==> src/rtl/mandel_pkg.sv <==
// Shared types and defaults for the Mandelbrot engine scheduler.
//   eng_state_e     : per-engine lifecycle (IDLE -> RUN -> DONE -> IDLE)
//   mandel_result_t : finished-job record at the default tag/iteration widths
package mandel_pkg;

    localparam int unsigned DEF_ITER_W = 16;
    localparam int unsigned DEF_TAG_W  = 20;
    localparam int unsigned C_W        = 32;

    typedef enum logic [1:0] {
        ST_IDLE = 2'd0,
        ST_RUN  = 2'd1,
        ST_DONE = 2'd2
    } eng_state_e;

    typedef struct packed {
        logic [DEF_TAG_W-1:0]  tag;
        logic [DEF_ITER_W-1:0] iter;
        logic                  escaped;
    } mandel_result_t;

endpackage

==> src/rtl/mandel_if.sv <==
// Job and result channels of the scheduler.
//   in_*  : job request (valid/ready), c = in_a + i*in_b, pixel tag
//   out_* : finished-job result (valid/ready)
// master = job producer / result consumer, slave = scheduler.
interface mandel_if
    import mandel_pkg::*;
#(
    parameter int unsigned ITER_W = DEF_ITER_W,
    parameter int unsigned TAG_W  = DEF_TAG_W
);
    logic              in_valid;
    logic              in_ready;
    logic [C_W-1:0]    in_a;
    logic [C_W-1:0]    in_b;
    logic [TAG_W-1:0]  in_tag;
    logic              out_valid;
    logic              out_ready;
    logic [TAG_W-1:0]  out_tag;
    logic [ITER_W-1:0] out_iter;
    logic              out_escaped;

    modport master (
        output in_valid, in_a, in_b, in_tag, out_ready,
        input  in_ready, out_valid, out_tag, out_iter, out_escaped
    );

    modport slave (
        input  in_valid, in_a, in_b, in_tag, out_ready,
        output in_ready, out_valid, out_tag, out_iter, out_escaped
    );
endinterface

==> src/rtl/mandel_engine_ctl.sv <==
// Controller for one divergence engine: holds c, tag and limit of the
// current job and counts engine updates until divergence or the limit.
// Ports:
//   i_clk, i_rst          : clock, synchronous active-high reset
//   i_start               : job dispatched to this engine (only honoured in IDLE)
//   i_a, i_b, i_tag       : job payload latched on i_start
//   i_limit               : iteration limit (already forced >= 1)
//   i_diverged            : engine divergence flag
//   i_release             : result taken by the output register (DONE -> IDLE)
//   o_state               : current lifecycle state
//   o_ld                  : engine hold-at-zero, low only while RUN
//   o_a, o_b              : latched c
//   o_tag, o_iter, o_escaped : result of the finished job
module mandel_engine_ctl
    import mandel_pkg::*;
#(
    parameter int unsigned ITER_W = DEF_ITER_W,
    parameter int unsigned TAG_W  = DEF_TAG_W
) (
    input  logic              i_clk,
    input  logic              i_rst,
    input  logic              i_start,
    input  logic [C_W-1:0]    i_a,
    input  logic [C_W-1:0]    i_b,
    input  logic [TAG_W-1:0]  i_tag,
    input  logic [ITER_W-1:0] i_limit,
    input  logic              i_diverged,
    input  logic              i_release,
    output eng_state_e        o_state,
    output logic              o_ld,
    output logic [C_W-1:0]    o_a,
    output logic [C_W-1:0]    o_b,
    output logic [TAG_W-1:0]  o_tag,
    output logic [ITER_W-1:0] o_iter,
    output logic              o_escaped
);

    eng_state_e        r_state;
    eng_state_e        w_next;
    logic              r_ld;
    logic [C_W-1:0]    r_a;
    logic [C_W-1:0]    r_b;
    logic [TAG_W-1:0]  r_tag;
    logic [ITER_W-1:0] r_limit;
    logic [ITER_W-1:0] r_k;
    logic              r_esc;

    // Next-state logic; divergence and limit both end the run
    always_comb begin
        w_next = r_state;
        case (r_state)
            ST_IDLE: if (i_start) w_next = ST_RUN;
            ST_RUN:  if (i_diverged || (r_k == r_limit)) w_next = ST_DONE;
            ST_DONE: if (i_release) w_next = ST_IDLE;
            default: w_next = ST_IDLE;
        endcase
    end

    // State register; ld is registered from the next state so it is glitch-free
    always_ff @(posedge i_clk) begin
        if (i_rst) begin
            r_state <= ST_IDLE;
            r_ld    <= 1'b1;
        end else begin
            r_state <= w_next;
            r_ld    <= (w_next != ST_RUN);
        end
    end

    // Job registers and iteration counter; k is frozen in DONE and is the result
    always_ff @(posedge i_clk) begin
        if (i_rst) begin
            r_a     <= '0;
            r_b     <= '0;
            r_tag   <= '0;
            r_limit <= '0;
            r_k     <= '0;
            r_esc   <= 1'b0;
        end else begin
            case (r_state)
                ST_IDLE: begin
                    if (i_start) begin
                        r_a     <= i_a;
                        r_b     <= i_b;
                        r_tag   <= i_tag;
                        r_limit <= i_limit;
                        r_k     <= '0;
                        r_esc   <= 1'b0;
                    end
                end
                ST_RUN: begin
                    if (i_diverged) begin
                        r_esc <= 1'b1;
                    end else if (r_k == r_limit) begin
                        r_esc <= 1'b0;
                    end else begin
                        r_k <= r_k + ITER_W'(1);
                    end
                end
                default: ;
            endcase
        end
    end

    assign o_state   = r_state;
    assign o_ld      = r_ld;
    assign o_a       = r_a;
    assign o_b       = r_b;
    assign o_tag     = r_tag;
    assign o_iter    = r_k;
    assign o_escaped = r_esc;

endmodule

==> src/rtl/mandel_scheduler.sv <==
// Dispatches pixel jobs to NUM_ENGINES divergence engines and returns
// results through a single registered output slot, round-robin across
// finished engines.
// Ports:
//   aclk, areset   : clock, synchronous active-high reset
//   cfg_max_iter   : iteration limit sampled per job (0 behaves as 1)
//   io             : job input / result output channels (slave side)
//   eng_ld         : per-engine hold-at-zero
//   eng_a, eng_b   : per-engine c, engine e at [32e+31:32e]
//   eng_diverged   : per-engine divergence flag
//   busy           : any engine active or a result pending
module mandel_scheduler
    import mandel_pkg::*;
#(
    parameter int unsigned NUM_ENGINES = 4,
    parameter int unsigned ITER_W      = DEF_ITER_W,
    parameter int unsigned TAG_W       = DEF_TAG_W
) (
    input  logic                       aclk,
    input  logic                       areset,
    input  logic [ITER_W-1:0]          cfg_max_iter,
    mandel_if.slave                    io,
    output logic [NUM_ENGINES-1:0]     eng_ld,
    output logic [C_W*NUM_ENGINES-1:0] eng_a,
    output logic [C_W*NUM_ENGINES-1:0] eng_b,
    input  logic [NUM_ENGINES-1:0]     eng_diverged,
    output logic                       busy
);

    localparam int unsigned IDX_W = (NUM_ENGINES > 1) ? $clog2(NUM_ENGINES) : 1;

    typedef struct packed {
        logic [TAG_W-1:0]  tag;
        logic [ITER_W-1:0] iter;
        logic              escaped;
    } res_t;

    eng_state_e             w_state [NUM_ENGINES];
    logic [TAG_W-1:0]       w_tag   [NUM_ENGINES];
    logic [ITER_W-1:0]      w_iter  [NUM_ENGINES];
    logic [NUM_ENGINES-1:0] w_esc;
    logic [NUM_ENGINES-1:0] w_idle;
    logic [NUM_ENGINES-1:0] w_done;
    logic [NUM_ENGINES-1:0] w_start;
    logic [NUM_ENGINES-1:0] w_release;
    logic [IDX_W-1:0]       w_free_idx;
    logic [IDX_W-1:0]       w_win;
    logic                   w_accept;
    logic                   w_load;
    logic [ITER_W-1:0]      w_limit;

    logic                   r_out_valid;
    res_t                   r_out;
    logic [IDX_W-1:0]       r_rr_ptr;

    always_comb begin
        for (int e = 0; e < int'(NUM_ENGINES); e++) begin
            w_idle[e] = (w_state[e] == ST_IDLE);
            w_done[e] = (w_state[e] == ST_DONE);
        end
    end

    assign w_limit  = (cfg_max_iter == '0) ? ITER_W'(1) : cfg_max_iter;
    assign w_accept = io.in_valid && (|w_idle);

    // Lowest-index idle engine takes the accepted job
    always_comb begin
        w_free_idx = '0;
        for (int e = int'(NUM_ENGINES) - 1; e >= 0; e--) begin
            if (w_idle[e]) w_free_idx = IDX_W'(e);
        end
        w_start             = '0;
        w_start[w_free_idx] = w_accept;
    end

    // Round-robin pick: lowest DONE at/after rr_ptr, else lowest DONE overall
    always_comb begin
        w_win = '0;
        for (int e = int'(NUM_ENGINES) - 1; e >= 0; e--) begin
            if (w_done[e]) w_win = IDX_W'(e);
        end
        for (int e = int'(NUM_ENGINES) - 1; e >= 0; e--) begin
            if (w_done[e] && (e >= int'(r_rr_ptr))) w_win = IDX_W'(e);
        end
    end

    assign w_load = (|w_done) && (!r_out_valid || io.out_ready);

    always_comb begin
        w_release        = '0;
        w_release[w_win] = w_load;
    end

    // Single-slot output register; reloads in the same cycle it is consumed
    always_ff @(posedge aclk) begin
        if (areset) begin
            r_out_valid <= 1'b0;
            r_out       <= '0;
            r_rr_ptr    <= '0;
        end else if (w_load) begin
            r_out_valid <= 1'b1;
            r_out       <= '{tag: w_tag[w_win], iter: w_iter[w_win], escaped: w_esc[w_win]};
            r_rr_ptr    <= (w_win == IDX_W'(NUM_ENGINES - 1)) ? '0 : w_win + IDX_W'(1);
        end else if (io.out_ready) begin
            r_out_valid <= 1'b0;
        end
    end

    for (genvar e = 0; e < NUM_ENGINES; e++) begin : g_eng
        mandel_engine_ctl #(
            .ITER_W (ITER_W),
            .TAG_W  (TAG_W)
        ) u_ctl (
            .i_clk      (aclk),
            .i_rst      (areset),
            .i_start    (w_start[e]),
            .i_a        (io.in_a),
            .i_b        (io.in_b),
            .i_tag      (io.in_tag),
            .i_limit    (w_limit),
            .i_diverged (eng_diverged[e]),
            .i_release  (w_release[e]),
            .o_state    (w_state[e]),
            .o_ld       (eng_ld[e]),
            .o_a        (eng_a[C_W*e +: C_W]),
            .o_b        (eng_b[C_W*e +: C_W]),
            .o_tag      (w_tag[e]),
            .o_iter     (w_iter[e]),
            .o_escaped  (w_esc[e])
        );
    end

    assign io.in_ready    = |w_idle;
    assign io.out_valid   = r_out_valid;
    assign io.out_tag     = r_out.tag;
    assign io.out_iter    = r_out.iter;
    assign io.out_escaped = r_out.escaped;
    assign busy           = r_out_valid || !(&w_idle);

endmodule

==> src/flat_wrapper.sv <==
// flat-port wrapper written by rule: the top's interface ports become plain ports
module mandel_scheduler_flat import mandel_pkg::*;
#(
    parameter int unsigned NUM_ENGINES = 4,
    parameter int unsigned ITER_W      = DEF_ITER_W,
    parameter int unsigned TAG_W       = DEF_TAG_W
)
  (aclk, areset, cfg_max_iter, eng_ld, eng_a, eng_b, eng_diverged, busy, io_in_valid, io_in_a, io_in_b, io_in_tag, io_out_ready, io_in_ready, io_out_valid, io_out_tag, io_out_iter, io_out_escaped);
  mandel_if #(.ITER_W(ITER_W), .TAG_W(TAG_W)) io_i ();
  input  logic aclk;
  input  logic areset;
  input  logic [ITER_W-1:0] cfg_max_iter;
  output logic [NUM_ENGINES-1:0] eng_ld;
  output logic [C_W*NUM_ENGINES-1:0] eng_a;
  output logic [C_W*NUM_ENGINES-1:0] eng_b;
  input  logic [NUM_ENGINES-1:0] eng_diverged;
  output logic busy;
  input wire logic [$bits(io_i.in_valid)-1:0] io_in_valid;
  input wire logic [$bits(io_i.in_a)-1:0] io_in_a;
  input wire logic [$bits(io_i.in_b)-1:0] io_in_b;
  input wire logic [$bits(io_i.in_tag)-1:0] io_in_tag;
  input wire logic [$bits(io_i.out_ready)-1:0] io_out_ready;
  output wire logic [$bits(io_i.in_ready)-1:0] io_in_ready;
  output wire logic [$bits(io_i.out_valid)-1:0] io_out_valid;
  output wire logic [$bits(io_i.out_tag)-1:0] io_out_tag;
  output wire logic [$bits(io_i.out_iter)-1:0] io_out_iter;
  output wire logic [$bits(io_i.out_escaped)-1:0] io_out_escaped;
  assign io_i.in_valid = io_in_valid;
  assign io_i.in_a = io_in_a;
  assign io_i.in_b = io_in_b;
  assign io_i.in_tag = io_in_tag;
  assign io_i.out_ready = io_out_ready;
  assign io_in_ready = io_i.in_ready;
  assign io_out_valid = io_i.out_valid;
  assign io_out_tag = io_i.out_tag;
  assign io_out_iter = io_i.out_iter;
  assign io_out_escaped = io_i.out_escaped;
  mandel_scheduler #(.NUM_ENGINES(NUM_ENGINES), .ITER_W(ITER_W), .TAG_W(TAG_W)) u_core (.aclk(aclk), .areset(areset), .cfg_max_iter(cfg_max_iter), .io(io_i), .eng_ld(eng_ld), .eng_a(eng_a), .eng_b(eng_b), .eng_diverged(eng_diverged), .busy(busy));
endmodule
==> config.mk <==
export PLATFORM = sky130hd
export DESIGN_NAME = mandel_scheduler_flat
export DESIGN_NICKNAME = d
export VERILOG_FILES = /design/src/rtl/mandel_pkg.sv /design/src/rtl/mandel_if.sv /design/src/rtl/mandel_engine_ctl.sv /design/src/rtl/mandel_scheduler.sv /design/src/flat_wrapper.sv
export SDC_FILE = /design/constraint.sdc
export NUM_CORES = 1
export LEC_CHECK = 0
export BUFFER_PORTS_ARGS = -buffer_cell sky130_fd_sc_hd__buf_2
export CORE_MARGIN = 2
export CORE_UTILIZATION = 40
export CTS_CLUSTER_DIAMETER = 50
export DETAILED_ROUTE_END_ITERATION = 8
export PLACE_DENSITY_LB_ADDON = 0.15
export SLEW_MARGIN = 25
export SYNTH_ARGS = -nofsm -noshare
export SYNTH_HDL_FRONTEND = slang
export SYNTH_SLANG_ARGS = --single-unit
==> constraint.sdc <==
create_clock -name aclk -period 2.5 [get_ports aclk]
set_input_delay 0.75 -clock aclk [delete_from_list [all_inputs] [get_ports aclk]]
set_output_delay 0.75 -clock aclk [all_outputs]
set_load 0.005 [all_outputs]
==> results.json <==
{
  "status": "finished clean",
  "path_buf_inv": 1,
  "rows": 82,
  "cp_slowest_cell": "dfxtp_1",
  "hold_path.class": "in -> reg",
  "ant_nets": 0,
  "detail_route.wl_per_cell_um": 19.96,
  "cts-root-buf": "clkbuf_16",
  "synth_area_per_cell_um2": 8.107,
  "setup_violations": 0,
  "clk_path_buf_depth": 3,
  "leakagePower_nw": 10.85,
  "swShare": 0.2506,
  "start_util": 0.4063,
  "synthesis.instances": 2525,
  "p_int_w": 0.01413,
  "hpwl_um": 49300,
  "synth_ff_type": "dfxtp_1",
  "ioPinCount": 408,
  "area_growth_pct": 24.66,
  "p_comb_frac": 0.082,
  "reg2reg_depth": 8,
  "cts_sinks": 520,
  "die_y_um": 230.2,
  "yosysSeqAreaShare": 0.5086,
  "overflow": 0,
  "start_kind": "flop",
  "yosysUniqueCellTypes": 56,
  "min_from": "io_in_b[19]",
  "ys_ff_latch": 520,
  "core_mm2": 0.05038,
  "max_slew.worst_pin.slew_ns": 0.6970,
  "cts_tree": "built",
  "irDropWorstVdd_uv": 449.7,
  "grt_max_degree": 142,
  "switchingPower_w": 0.004726,
  "antenna_found_initial": 11,
  "reg2reg_to": "u_core.g_eng[3].u_ctl.o_iter[11]",
  "mostFrequentLayoutCell": "nand2_1",
  "synth_area_mm2": 0.02047,
  "cpLargestDelayFamily": "simple AND/OR/NAND/NOR gates",
  "cp_slowest_stage_delay_ns": 0.46,
  "relSlewSlack": 0.5353,
  "path_cells": "nor2_2 -> or3_4 -> buf_2",
  "num_vias": 19160,
  "slew_violations": 0,
  "routed_wl_um": 72030,
  "clk_latency_ns": 0.61,
  "routabilityCongestion": 0.8920,
  "rsz0062_at_grt": "no",
  "die_area_mm2": 0.05300,
  "timing.hold.ws_ns": 0.4076,
  "met3_usage": 0.07354,
  "io_buffers": 407,
  "async_flop_share": 0,
  "synth_edf_count": 0,
  "die_w_um": 230.2,
  "maxCapViolCount": 0,
  "grt_pass1_vias": 18490,
  "cp.required_ns": 1.75,
  "setup.worst_path.class": "reg -> out",
  "worstReg2RegStart": "u_core.g_eng[3].u_ctl.o_iter[7]",
  "p_per_area_mw_per_mm2": 738.9,
  "track_usage": 0.2645,
  "cp-end-kind": "primary output",
  "met2_usage": 0.4382,
  "fin_skew_ns": 0.03036,
  "setup_tns_ns": 0,
  "first_pass_iters": 8,
  "fmax_mhz": 409.1,
  "use_met1": 0.3353,
  "htreeDepth": 2,
  "drcViolationCount": 0,
  "p_seq_frac": 0.459,
  "final_cell_mix": "862 x nand2_1, 513 x dfxtp_1, 443 x a21oi_1, 406 x buf_2, 86 x mux2i_1",
  "timing.final.crit_period_ns": 2.445,
  "via_per_inst": 5.311,
  "cp_data_arrival_time_ns": 1.69,
  "numCtsBuffers": 60,
  "p_clk_frac": 0.458,
  "drive_gt1_frac": 0.2101,
  "synth_nets": 2641,
  "hold_viol": 0,
  "postCtsSetupRepairBufs": 0,
  "hold_end": "u_core.g_eng[1].u_ctl.o_b[19]",
  "busiest_layer": "met2",
  "ff2ff_setup_slack_ns": 0.23,
  "synth-warning-count": 0,
  "grt_pass1_wl_um": 110100,
  "crit_fanout": 6,
  "fin_nets": 2999,
  "clk_pin_slew_ns": 0.06,
  "drt_iter0_drc": 1336,
  "period_share": 0.9778,
  "num-fill-cells": 4816,
  "hold_depth": 3
}
==> per-stage QoR <==
| step | std cells | instance area [µm²] | util | setup WS (ns) | power (W) |
|---|---|---|---|---|---|
| 2_1_floorplan | 2525 | 20470 | - | 0.4331 | 0.009603 |
| 3_3_place_gp | 3493 | 23500 | 0.4665 | 0.1120 | 0.01035 |
| 3_5_place_dp | 3493 | 23500 | 0.4665 | 0.07611 | 0.01038 |
| 4_1_cts | 3604 | 25490 | 0.5060 | 0.002295 | 0.01901 |
| 5_1_grt | 3607 | 25510 | 0.5065 | 0.002637 | 0.01952 |
| 6_report | 3608 | 25520 | 0.5065 | 0.05543 | 0.01885 |
==> final cells by class <==
cell class              count  area [µm²]  area share
flip-flops and latches    520       10420      0.4085
multi-input cells        1812        9326      0.3655
repair buffers            481        2923      0.1145
clock buffers              91        1758     0.06889
well taps                 672       840.8     0.03295
clock inverters            20       205.2    0.008042
inverters                   8       30.03    0.001177
diodes                      4       10.01   0.0003923
==> cell families (layout without fill, tap and decap cells) <==
| group | count (synthesis) | count (layout) | share of synthesized area |
|---|---|---|---|
| muxes | 86 | 86 | 0.04205 |
| and+or+nand+nor | 1097 | 1097 | 0.2236 |
| other | 0 | 4 | 0 |
| adders and majority gates | 8 | 8 | 0.004890 |
| DFF | 520 | 520 | 0.5086 |
| buffers and inverters | 193 | 600 | 0.03979 |
| xor gates and xnor gates | 76 | 76 | 0.03252 |
| AOI/OAI and AO/OA | 545 | 545 | 0.1486 |
==> registers in the layout (all words and copies together), names as in the netlist <==
register,flops
u_core.io.out_valid,1
u_core.g_eng.u_ctl.o_a,128
u_core.g_eng.u_ctl.o_b,128
u_core.g_eng.u_ctl.o_iter,64
u_core.io.out_escaped,1
u_core.r_rr_ptr,2
u_core.io.out_iter,16
u_core.g_eng.u_ctl.r_limit,64
u_core.io.out_tag,20
u_core.g_eng.u_ctl.o_tag,80
u_core.g_eng.u_ctl.o_state,8
u_core.g_eng.u_ctl.o_ld,4
u_core.g_eng.u_ctl.o_escaped,4
==> synthesized netlist by cell type, types with 14 or more instances <==
master | count | area share
xnor2_1 | 16 | 0.0068
o221ai_1 | 37 | 0.016
mux2i_1 | 86 | 0.042
clkbuf_1 | 127 | 0.023
nand4_1 | 27 | 0.0083
dfxtp_1 | 520 | 0.51
buf_2 | 36 | 0.0088
nor4_1 | 14 | 0.0043
xor2_1 | 60 | 0.026
a21oi_1 | 443 | 0.11
o21ai_0 | 26 | 0.0064
nor2_1 | 51 | 0.0094
nand2_1 | 864 | 0.16
or3_1 | 39 | 0.012
nand3_1 | 34 | 0.0083
==> metal layers <==
layer	vias to the layer above	part of all wire
met1	9177	0.42
met5	-	0.00064
li1	9187	-
met2	665	0.47
met4	8	0.026
met3	126	0.085
==> worst max path at each step <==
stage                     cells after the start                         endpoint  slack (ns)                        startpoint
after floorplan                               6  u_core.g_eng[2].u_ctl.o_escaped        0.43                       io_in_valid
after global placement                        8  u_core.g_eng[1].u_ctl.o_iter[3]        0.11                       io_in_valid
after detailed placement                      8  u_core.g_eng[1].u_ctl.o_iter[4]        0.08                       io_in_valid
after CTS                                     4                      io_in_ready       0.002  u_core.g_eng[2].u_ctl.o_state[1]
after global routing                          4                      io_in_ready       0.003  u_core.g_eng[2].u_ctl.o_state[1]
final                                         3                      io_in_ready        0.06  u_core.g_eng[0].u_ctl.o_state[0]
==> what timing repair did <==
| item | 4_1_cts | 5_1_grt |
|---|---|---|
| gates cloned | 0 | 0 |
| hold buffers | 0 | 0 |
| resized for setup | 11 | 5 |
| pin swaps | 0 | 1 |
| hold endpoints to repair | 0 | 0 |
| setup endpoints to repair | 2 | 4 |
==> worst register-to-register path, cell delays in order (launching register included) <==
cell and delay, ns:
dfxtp_1 0.46, xor2_1 0.11, nor4_1 0.54, a41oi_4 0.19, a21oi_2 0.31, buf_4 0.23
buf_4 0.14, o21ai_0 0.09, a21oi_1 0.13
==> power by group through the flow <==
stage | clock, W | combinational (W) | sequential, W
2_1_floorplan | 0 | 0.000778 | 0.00882
3_3_place_gp | 0 | 0.00153 | 0.00882
3_5_place_dp | 0 | 0.00155 | 0.00883
4_1_cts | 0.00880 | 0.00155 | 0.00866
5_1_grt | 0.00915 | 0.00169 | 0.00868
6_report | 0.00864 | 0.00155 | 0.00866
Note: power is estimated with default switching activity, not from simulation.
